===== src/rtl/apb_cmd_master.sv =====
// ---------------------------------------------------------------------------
// apb_cmd_master
//
// APB requester for the A-side clock domain. Single read/write commands come
// in over a valid/ready handshake. The block runs the APB SETUP and ACCESS
// phases on the a_* port. It hands back exactly one response per command over
// a second valid/ready handshake. A transfer that waits longer than TIMEOUT
// ACCESS edges is aborted and reported with rsp_timeout.
//
// Parameters
//   ADDR_WD, DATA_WD, STRB_WD, PROT_WD : APB field widths
//   TIMEOUT : maximum ACCESS wait edges (0 disables, otherwise >= 2)
//
// Ports
//   a_pclk, a_prst_n           : clock, asynchronous active-low reset
//   cmd_valid / cmd_ready      : command handshake
//   cmd_write, cmd_addr, cmd_wdata, cmd_strb, cmd_prot : command fields
//   rsp_valid / rsp_ready      : response handshake
//   rsp_rdata, rsp_timeout     : response fields
//   a_psel, a_penable, a_pwrite, a_paddr, a_pwdata, a_pprot, a_pstrb
//                              : APB request outputs (registered)
//   a_prdata, a_pready         : APB completion inputs from the bridge
// ---------------------------------------------------------------------------
module apb_cmd_master #(
  parameter int ADDR_WD = 8,
  parameter int DATA_WD = 32,
  parameter int STRB_WD = 2,
  parameter int PROT_WD = 4,
  parameter int TIMEOUT = 16
) (
  input  logic               a_pclk,
  input  logic               a_prst_n,
  input  logic               cmd_valid,
  output logic               cmd_ready,
  input  logic               cmd_write,
  input  logic [ADDR_WD-1:0] cmd_addr,
  input  logic [DATA_WD-1:0] cmd_wdata,
  input  logic [STRB_WD-1:0] cmd_strb,
  input  logic [PROT_WD-1:0] cmd_prot,
  output logic               rsp_valid,
  input  logic               rsp_ready,
  output logic [DATA_WD-1:0] rsp_rdata,
  output logic               rsp_timeout,
  output logic               a_psel,
  output logic               a_penable,
  output logic               a_pwrite,
  output logic [ADDR_WD-1:0] a_paddr,
  output logic [DATA_WD-1:0] a_pwdata,
  output logic [PROT_WD-1:0] a_pprot,
  output logic [STRB_WD-1:0] a_pstrb,
  input  logic [DATA_WD-1:0] a_prdata,
  input  logic               a_pready
);

  // The wait counter must be able to hold TIMEOUT itself. A disabled timeout
  // still needs a legal one-bit vector.
  localparam int CNT_WD = (TIMEOUT < 2) ? 1 : $clog2(TIMEOUT + 1);
  localparam logic [CNT_WD-1:0] CNT_LAST = CNT_WD'((TIMEOUT == 0) ? 0 : TIMEOUT - 1);
  localparam logic [CNT_WD-1:0] CNT_MAX  = {CNT_WD{1'b1}};

  typedef enum logic [1:0] {
    IDLE,
    SETUP,
    ACCESS
  } state_t;

  state_t            state;
  logic [CNT_WD-1:0] wait_cnt;
  logic              run;
  logic              timeout_hit;

  // run goes high on the first edge after reset is released. Gating
  // cmd_ready with it keeps cmd_ready low while reset is asserted, even
  // though the state is already IDLE.
  assign cmd_ready = run && (state == IDLE) && !rsp_valid;

  // Abort on the TIMEOUT-th wait edge. A completing a_pready on that same
  // edge takes priority in the FSM below.
  assign timeout_hit = (TIMEOUT != 0) && (wait_cnt == CNT_LAST) && !a_pready;

  // Single FSM. It sequences SETUP/ACCESS, owns every registered output,
  // and holds the response until it has been consumed.
  always_ff @(posedge a_pclk or negedge a_prst_n) begin
    if (!a_prst_n) begin
      state       <= IDLE;
      wait_cnt    <= '0;
      run         <= 1'b0;
      rsp_valid   <= 1'b0;
      rsp_rdata   <= '0;
      rsp_timeout <= 1'b0;
      a_psel      <= 1'b0;
      a_penable   <= 1'b0;
      a_pwrite    <= 1'b0;
      a_paddr     <= '0;
      a_pwdata    <= '0;
      a_pprot     <= '0;
      a_pstrb     <= '0;
    end else begin
      run <= 1'b1;
      case (state)
        IDLE: begin
          if (rsp_valid && rsp_ready) begin
            rsp_valid   <= 1'b0;
            rsp_rdata   <= '0;
            rsp_timeout <= 1'b0;
          end
          if (cmd_valid && cmd_ready) begin
            a_psel    <= 1'b1;
            a_penable <= 1'b0;
            a_pwrite  <= cmd_write;
            a_paddr   <= cmd_addr;
            a_pwdata  <= cmd_wdata;
            a_pprot   <= cmd_prot;
            a_pstrb   <= cmd_strb;
            state     <= SETUP;
          end
        end

        SETUP: begin
          a_penable <= 1'b1;
          wait_cnt  <= '0;
          state     <= ACCESS;
        end

        ACCESS: begin
          if (a_pready || timeout_hit) begin
            a_psel      <= 1'b0;
            a_penable   <= 1'b0;
            a_pwrite    <= 1'b0;
            a_paddr     <= '0;
            a_pwdata    <= '0;
            a_pprot     <= '0;
            a_pstrb     <= '0;
            rsp_valid   <= 1'b1;
            rsp_timeout <= !a_pready;
            rsp_rdata   <= (a_pready && !a_pwrite) ? a_prdata : '0;
            state       <= IDLE;
          end else if (wait_cnt != CNT_MAX) begin
            wait_cnt <= wait_cnt + CNT_WD'(1);
          end
        end

        default: state <= IDLE;
      endcase
    end
  end

endmodule


===== config.mk =====
export PLATFORM = sky130hd
export DESIGN_NAME = apb_cmd_master
export DESIGN_NICKNAME = d
export VERILOG_FILES = /design/src/rtl/apb_cmd_master.sv
export SDC_FILE = /design/constraint.sdc
export NUM_CORES = 1
export LEC_CHECK = 0
export CORE_UTILIZATION = 43
export CTS_BUF_LIST = sky130_fd_sc_hd__clkbuf_4 sky130_fd_sc_hd__clkbuf_8
export CTS_CLUSTER_DIAMETER = 60
export DETAILED_ROUTE_END_ITERATION = 8
export MAX_ROUTING_LAYER = met4
export PLACE_DENSITY = 0.86
export SYNTH_ARGS = -nofsm -noshare
export SYNTH_HDL_FRONTEND = slang
export SYNTH_SLANG_ARGS = --single-unit
export TNS_END_PERCENT = 1

===== constraint.sdc =====
create_clock -name a_pclk -period 2.15 [get_ports a_pclk]
set_input_delay 0.43 -clock a_pclk [delete_from_list [all_inputs] [get_ports a_pclk]]
set_output_delay 0.43 -clock a_pclk [all_outputs]
set_load 0.02 [all_outputs]

# Yosys cells after proc, flatten, opt, wreduce, memory -nomap -nowiden
# Index checks and enable logic that the tools add are counted.
[totals]
reg_bits = 91
wordCells = 75
out_inout_bits = 84
inputBits = 84
[classes]
n_mux = 33
add_sub_neg = 1
eq_ne = 9
reduce_logical = 19
[ops]
columns = ["operator", "n"]
rows = [
  ["two-way mux 32 bit", 5],
  ["one-hot mux 32 bit (2 select lines)", 2],
  ["two-way mux 8 bit", 2],
  ["one-hot mux 8 bit (2 select lines)", 1],
  ["AND reduction 3 bit", 4],
  ["two-way mux 5 bit", 2],
  ["one-hot mux 5 bit (2 select lines)", 1],
  ["two-way mux 4 bit", 2],
  ["one-hot mux 1 bit (2 select lines)", 4],
  ["one-hot mux 4 bit (2 select lines)", 1],
  ["two-way mux 1 bit", 7],
  ["logical AND 1 bit", 6],
  ["two-way mux 2 bit", 3],
  ["!= test 2 bit (second input constant)", 3],
  ["one-hot mux 2 bit (3 select lines)", 1],
  ["adder 5 x 1 -> 5 bit (second input constant)", 1],
  ["equality test 5 x 4 -> 1 bit (second input constant)", 1],
  ["!= test 5 bit (second input constant)", 1],
  ["!= test 2 x 1 -> 1 bit (second input constant)", 2],
  ["one-hot mux 2 bit (2 select lines)", 1],
  ["nonzero test 2 bit", 2],
  ["logical NOT 1 bit", 3],
  ["one-hot mux 1 bit (3 select lines)", 1],
  ["nonzero test 3 bit", 1],
  ["5 further kinds", 5],
]

# Depth between registers and ports, before layout
[logic_depth]
word_depth = 6
mapped_depth = 7
mapped_depth_nobuf = 6

# Least setup slack after synthesis
# Ideal clock, no wire load.
[synth_timing]
path_kind = "reg-to-reg"
start = "reg wait_cnt[0]"
end = "reg wait_cnt[0]"
setup_ps = 79
n_path_buf = 0
arrival_ps = 1781
stages_incl_launch_ff = 7
slack_ps = 289
required_time_ps = 2071
period_less_slack_ps = 1861
path_cell_list = "dfrtp_1 ha_1 and3_1 ha_1 or3_1 nor2_1 mux2i_1"
[synth_between]
elab_chain_cells = 5
elab_cells_between_ends = 11
cone_classes = "1 x add/sub; 4 x eq/ne; 3 x mux; 3 x reduce/logical"
[synth_rtl]
columns = ["item", "line_no", "rtl"]
rows = [
  ["from (decl)", "68", "logic [CNT_WD-1:0] wait_cnt;"],
  ["from (signal assigned)", "139", "wait_cnt <= wait_cnt + CNT_WD'(1);"],
  ["branches (longest 5 deep; another with adder 5 x 1 -> 5 bit)", "--", ""],
]
# Several ways; the timed one is not identified. The select of a mux whose other input is x is not followed.
# A chain may end at the register's enable or synchronous reset.

# Final worst setup path
[layout_timing]
start = "reg wait_cnt[0]"
end = "reg wait_cnt[4]"
# The elaborated chain is that of the path after synthesis.

==> qor.log <==
qor: pwr.power.switching_fraction 36.51%
qor: global_route.grt-ovfl-total 0
qor: logic_synthesis.synth.lib_cells_used.distinct 33
qor: floorplan.row_count 33
qor: logic_synthesis.synth.ff_latch_count 91
qor: pwr.power.density_cell_area 1319 mW/mm^2
qor: drt.routed-via-count 3,332
qor: worst_setup_path.worst-setup-path-type register to register
qor: logic_synthesis.postSynthNetCount 428
qor: drt.detail_routed_net_length_per_standard_cell 17.09 um
qor: worst_setup_path.critical_path_required_time 2400 ps
qor: sta.slew_violations 0
qor: final_layout.sequential_cell_area 0.002277 mm^2
qor: worst_setup_path.critical-path-max-stage-delay 420 ps
qor: sta.unrepaired_setup_endpoints_after_global_routing no
qor: worst_hold_path.path_class_of_the_lowest_slack_min_delay_path primary input to asynchronous set/reset pin
qor: floorplan.placeableCoreArea 0.008341 mm^2
qor: logic_synthesis.yosys_warnings 0
qor: drt.first_pass_iters 6
qor: floorplan.vertical_extent_of_the_die 95.56 um
qor: clock_tree.clock_insertion_delay_worst_skew 340 ps
qor: worst_setup_path.timing.critical_path.fanout_max 5
qor: sta.finalHoldViolCount 0
qor: worst_setup_path.timing.reg2reg.worst_path_depth 6
qor: logic_synthesis.netlist_instances 341
qor: floorplan.num_io_pins 168
qor: clock_tree.cell_at_the_root_of_the_clock_tree sky130_fd_sc_hd__clkbuf_8
qor: final_layout.drive_gt1_share 7.341%
qor: sta.finalWorstPathRequiredPeriod 2020 ps
qor: global_route.global_route.usage.total 23.10%
qor: pwr.pwr-share-clk 16.8%
qor: place.gp_congestion 0.7497
qor: pwr.power_frac_seq 37.0%
qor: sta.totalNegativeSetupSlack 0 ps
qor: pwr.vdd.ir_drop.worst 0.5181 mV
qor: worst_setup_path.worstPathCellList ha_1 -> and3_1 -> ha_2 -> or3_1 -> nor2_2 -> mux2i_1
qor: drt.drc_errors 0
qor: clock_tree.cts-htree-levels 3
qor: sta.clock.fmax 495.0 MHz
qor: run.maxCapViolations 0
qor: place.placedCellCount 593
qor: pwr.netSwitchingPower 2.772 mW
qor: floorplan.die-area 0.009131 mm^2
qor: pwr.total_chip_power 7.592 mW
qor: place.hpwlAfterDp 7295 um
qor: pwr.cell_internal_pwr 4.820 mW
qor: final_layout.final_net_count 586
qor: drt.finalWirelength 10,410 um
qor: global_route.grt_antenna_before_repair 0
qor: final_layout.multi_input_gate_area_in_the_final_layout 0.001310 mm^2
qor: run_status.outcome completed
qor: worst_setup_path.regToRegEndpoint wait_cnt[4]
qor: global_route.largest_net_degree_at_the_start_of_global_routing 45
qor: logic_synthesis.seq_area_frac_synth 60.51%
qor: sta.holdWs 21.87 ps
qor: final_layout.stdcell_area 0.005754 mm^2
qor: global_route.grt_pass1_vias 3,170
qor: pwr.leakage_power 2.416 nW
qor: logic_synthesis.post_synth.cell_area_avg 11.04 um^2
qor: clock_tree.cts_hold_buf 0
qor: worst_setup_path.crit_slowest_cell sky130_fd_sc_hd__dfrtp_1
qor: clock_tree.cts.clk_slew.worst_paths 90 ps
qor: worst_setup_path.worstPathBufferInverterCount 0
qor: logic_synthesis.synthArstFlopShare 100.0%
qor: drt.postRouteAntennaNets 0
qor: worst_setup_path.worst_r2r_startpoint wait_cnt[0]
qor: final_layout.area_growth_from_synthesis_to_layout 52.89%
qor: clock_tree.numCtsBuffers 9
qor: sta.clock-skew-final 14.39 ps
qor: worst_setup_path.timing.critical_path.from_type register
qor: logic_synthesis.synth-edff-count 0
qor: sta.layout_worst_path_cycle_share 93.97%
qor: place.place.port_buffers 167
qor: clock_tree.tritoncts yes
qor: final_layout.finish.cell_count_without_fillers 609
qor: pwr.combinational_share_of_power 46.1%
qor: logic_synthesis.mappedNetlistArea 0.003764 mm^2
qor: drt.avgViaCountPerCell 5.471
qor: worst_setup_path.sort_of_element_at_the_end_of_the_critical_path register
qor: place.placed_area 0.005524 mm^2
qor: worst_setup_path.cpLargestDelayFamily simple AND/OR/NAND/NOR gates
qor: final_layout.final.fill_count 607
qor: clock_tree.cts_sinks 91
qor: clock_tree.cts.path.max_buffers 2
qor: worst_setup_path.cp_data_arrival_time 2270 ps
qor: final_layout.num_antenna_cells 0
qor: drt.initialDrtViolationCount 158
qor: floorplan.start_util 45.12%
qor: logic_synthesis.synth_ff_type sky130_fd_sc_hd__dfrtp_1
qor: floorplan.die_x 95.56 um
qor: worst_setup_path.regToRegSetupSlack 130 ps
qor: global_route.wire_length_of_the_first_global_routing_pass 15,750 um
qor: sta.setup-violations-final 0
-- cell usage after synthesis, types with 4 or more instances --
master                     count  share of area [%]
sky130_fd_sc_hd__buf_2         5               0.66
sky130_fd_sc_hd__nor2_1        5               0.50
sky130_fd_sc_hd__clkbuf_2      4               0.53
sky130_fd_sc_hd__dfrtp_1      91                 61
sky130_fd_sc_hd__a22o_1       33                7.7
sky130_fd_sc_hd__nand3_1      48                6.4
sky130_fd_sc_hd__nand2_1       4               0.40
sky130_fd_sc_hd__buf_6         5                1.5
sky130_fd_sc_hd__o21ai_1       5               0.66
sky130_fd_sc_hd__o21ai_0      90                 12
sky130_fd_sc_hd__mux2i_1       4                1.1
sky130_fd_sc_hd__clkbuf_1     17                1.7
-- power by group through the flow --
stage	Sequential [mW]	Clock, mW	Combinational, mW
finish	2.81	1.28	3.50
global route	2.89	1.37	3.74
CTS	2.82	1.30	3.53
detailed placement	2.84	0	3.52
global placement	2.81	0	3.45
floorplan	3.62	0	0.877
-- cell families after synthesis --
group | share of synthesized area [%]
AO/OA/AOI/OAI | 21.48
flip-flops | 60.51
AND/OR/NAND/NOR | 10.54
buffers and inverters | 5.086
multiplexers | 1.064
adder cells (fa/ha/maj) | 0.9974
other | 0.09964
XOR/XNOR | 0.2328
-- timing repair --
item / 4_1_cts / 5_1_grt
gates resized for setup: 1 / 2
setup endpoints to repair: 1 / 3
setup buffers: 0 / 0
-- worst max-delay path by stage --
stage,startpoint,end,slack [ps],cells past startpoint
after floorplan,wait_cnt[0],wait_cnt[0],290,6
after global placement,wait_cnt[0],wait_cnt[0],180,6
after detailed placement,wait_cnt[0],wait_cnt[0],30,6
after CTS,wait_cnt[0],wait_cnt[0],20,6
after global routing,wait_cnt[0],wait_cnt[3],40,6
final,wait_cnt[0],wait_cnt[4],130,6
-- registers in the layout (all words and copies together) (netlist names), 2 cells and up --
register / flops
a_paddr: 8
a_pprot: 4
a_pstrb: 2
a_pwdata: 32
rsp_rdata: 32
state: 2
wait_cnt: 5
-- layout make-up --
class | count | area share [%]
clock inverter | 6 | 1.544
clock buffer | 10 | 2.392
tap | 105 | 2.283
timing repair buffer | 180 | 31.25
sequential | 91 | 39.57
multi-input combinational | 214 | 22.77
inverter | 3 | 0.1957
-- routing by layer --
metal,routed length [um],global-route usage (%),vias to the layer above,share of wire [%]
li1,-,-,1549,-
met1,4491,29.14,1620,43
met2,4942,37.38,150,47
met3,860,5.104,13,8.3
met4,115,6.841,0,1.1
met5,0,-,-,0
-- layout by cell type, fill, tap and decap left out, drive strengths merged --
| master | count |
|---|---|
| o21ai | 95 |
| nor3 | 2 |
| nand4bb | 1 |
| clkbuf | 10 |
| clkdlybuf4s50 | 164 |
| nor2 | 5 |
| o22a | 1 |
| and3 | 1 |
| xor2 | 1 |
| o21a | 1 |
| nand2b | 3 |
| a31oi | 1 |
| nand3 | 48 |
| dfrtp | 91 |
| clkinvlp | 2 |
| dlygate4sd2 | 1 |
| a22o | 33 |
| and2 | 1 |
| buf | 15 |
| nor4b | 2 |
| clkinv | 2 |
| o22ai | 1 |
| bufinv | 2 |
| conb | 1 |
| mux2i | 4 |
| o31ai | 1 |
| nor2b | 2 |
| or3 | 1 |
| inv | 3 |
| ha | 3 |
| nor3b | 1 |
| a21boi | 1 |
| nand2 | 4 |
-- metrics by stage --
step | util (%) | setup WS, ps
floorplan | - | 289.1
global placement | 66.23 | 181.1
detailed placement | 66.23 | 27.44
CTS | 68.93 | 16.59
global route | 68.99 | 38.14
finish | 68.99 | 129.6
-- worst register-to-register path, cell delays in order, from the launching register on --
cell	delay (ps)
sky130_fd_sc_hd__dfrtp_1	420
sky130_fd_sc_hd__ha_1	230
sky130_fd_sc_hd__and3_1	210
sky130_fd_sc_hd__ha_2	220
sky130_fd_sc_hd__or3_1	400
sky130_fd_sc_hd__nor2_2	200
sky130_fd_sc_hd__mux2i_1	240
Note: power is estimated with default switching activity, not from simulation.
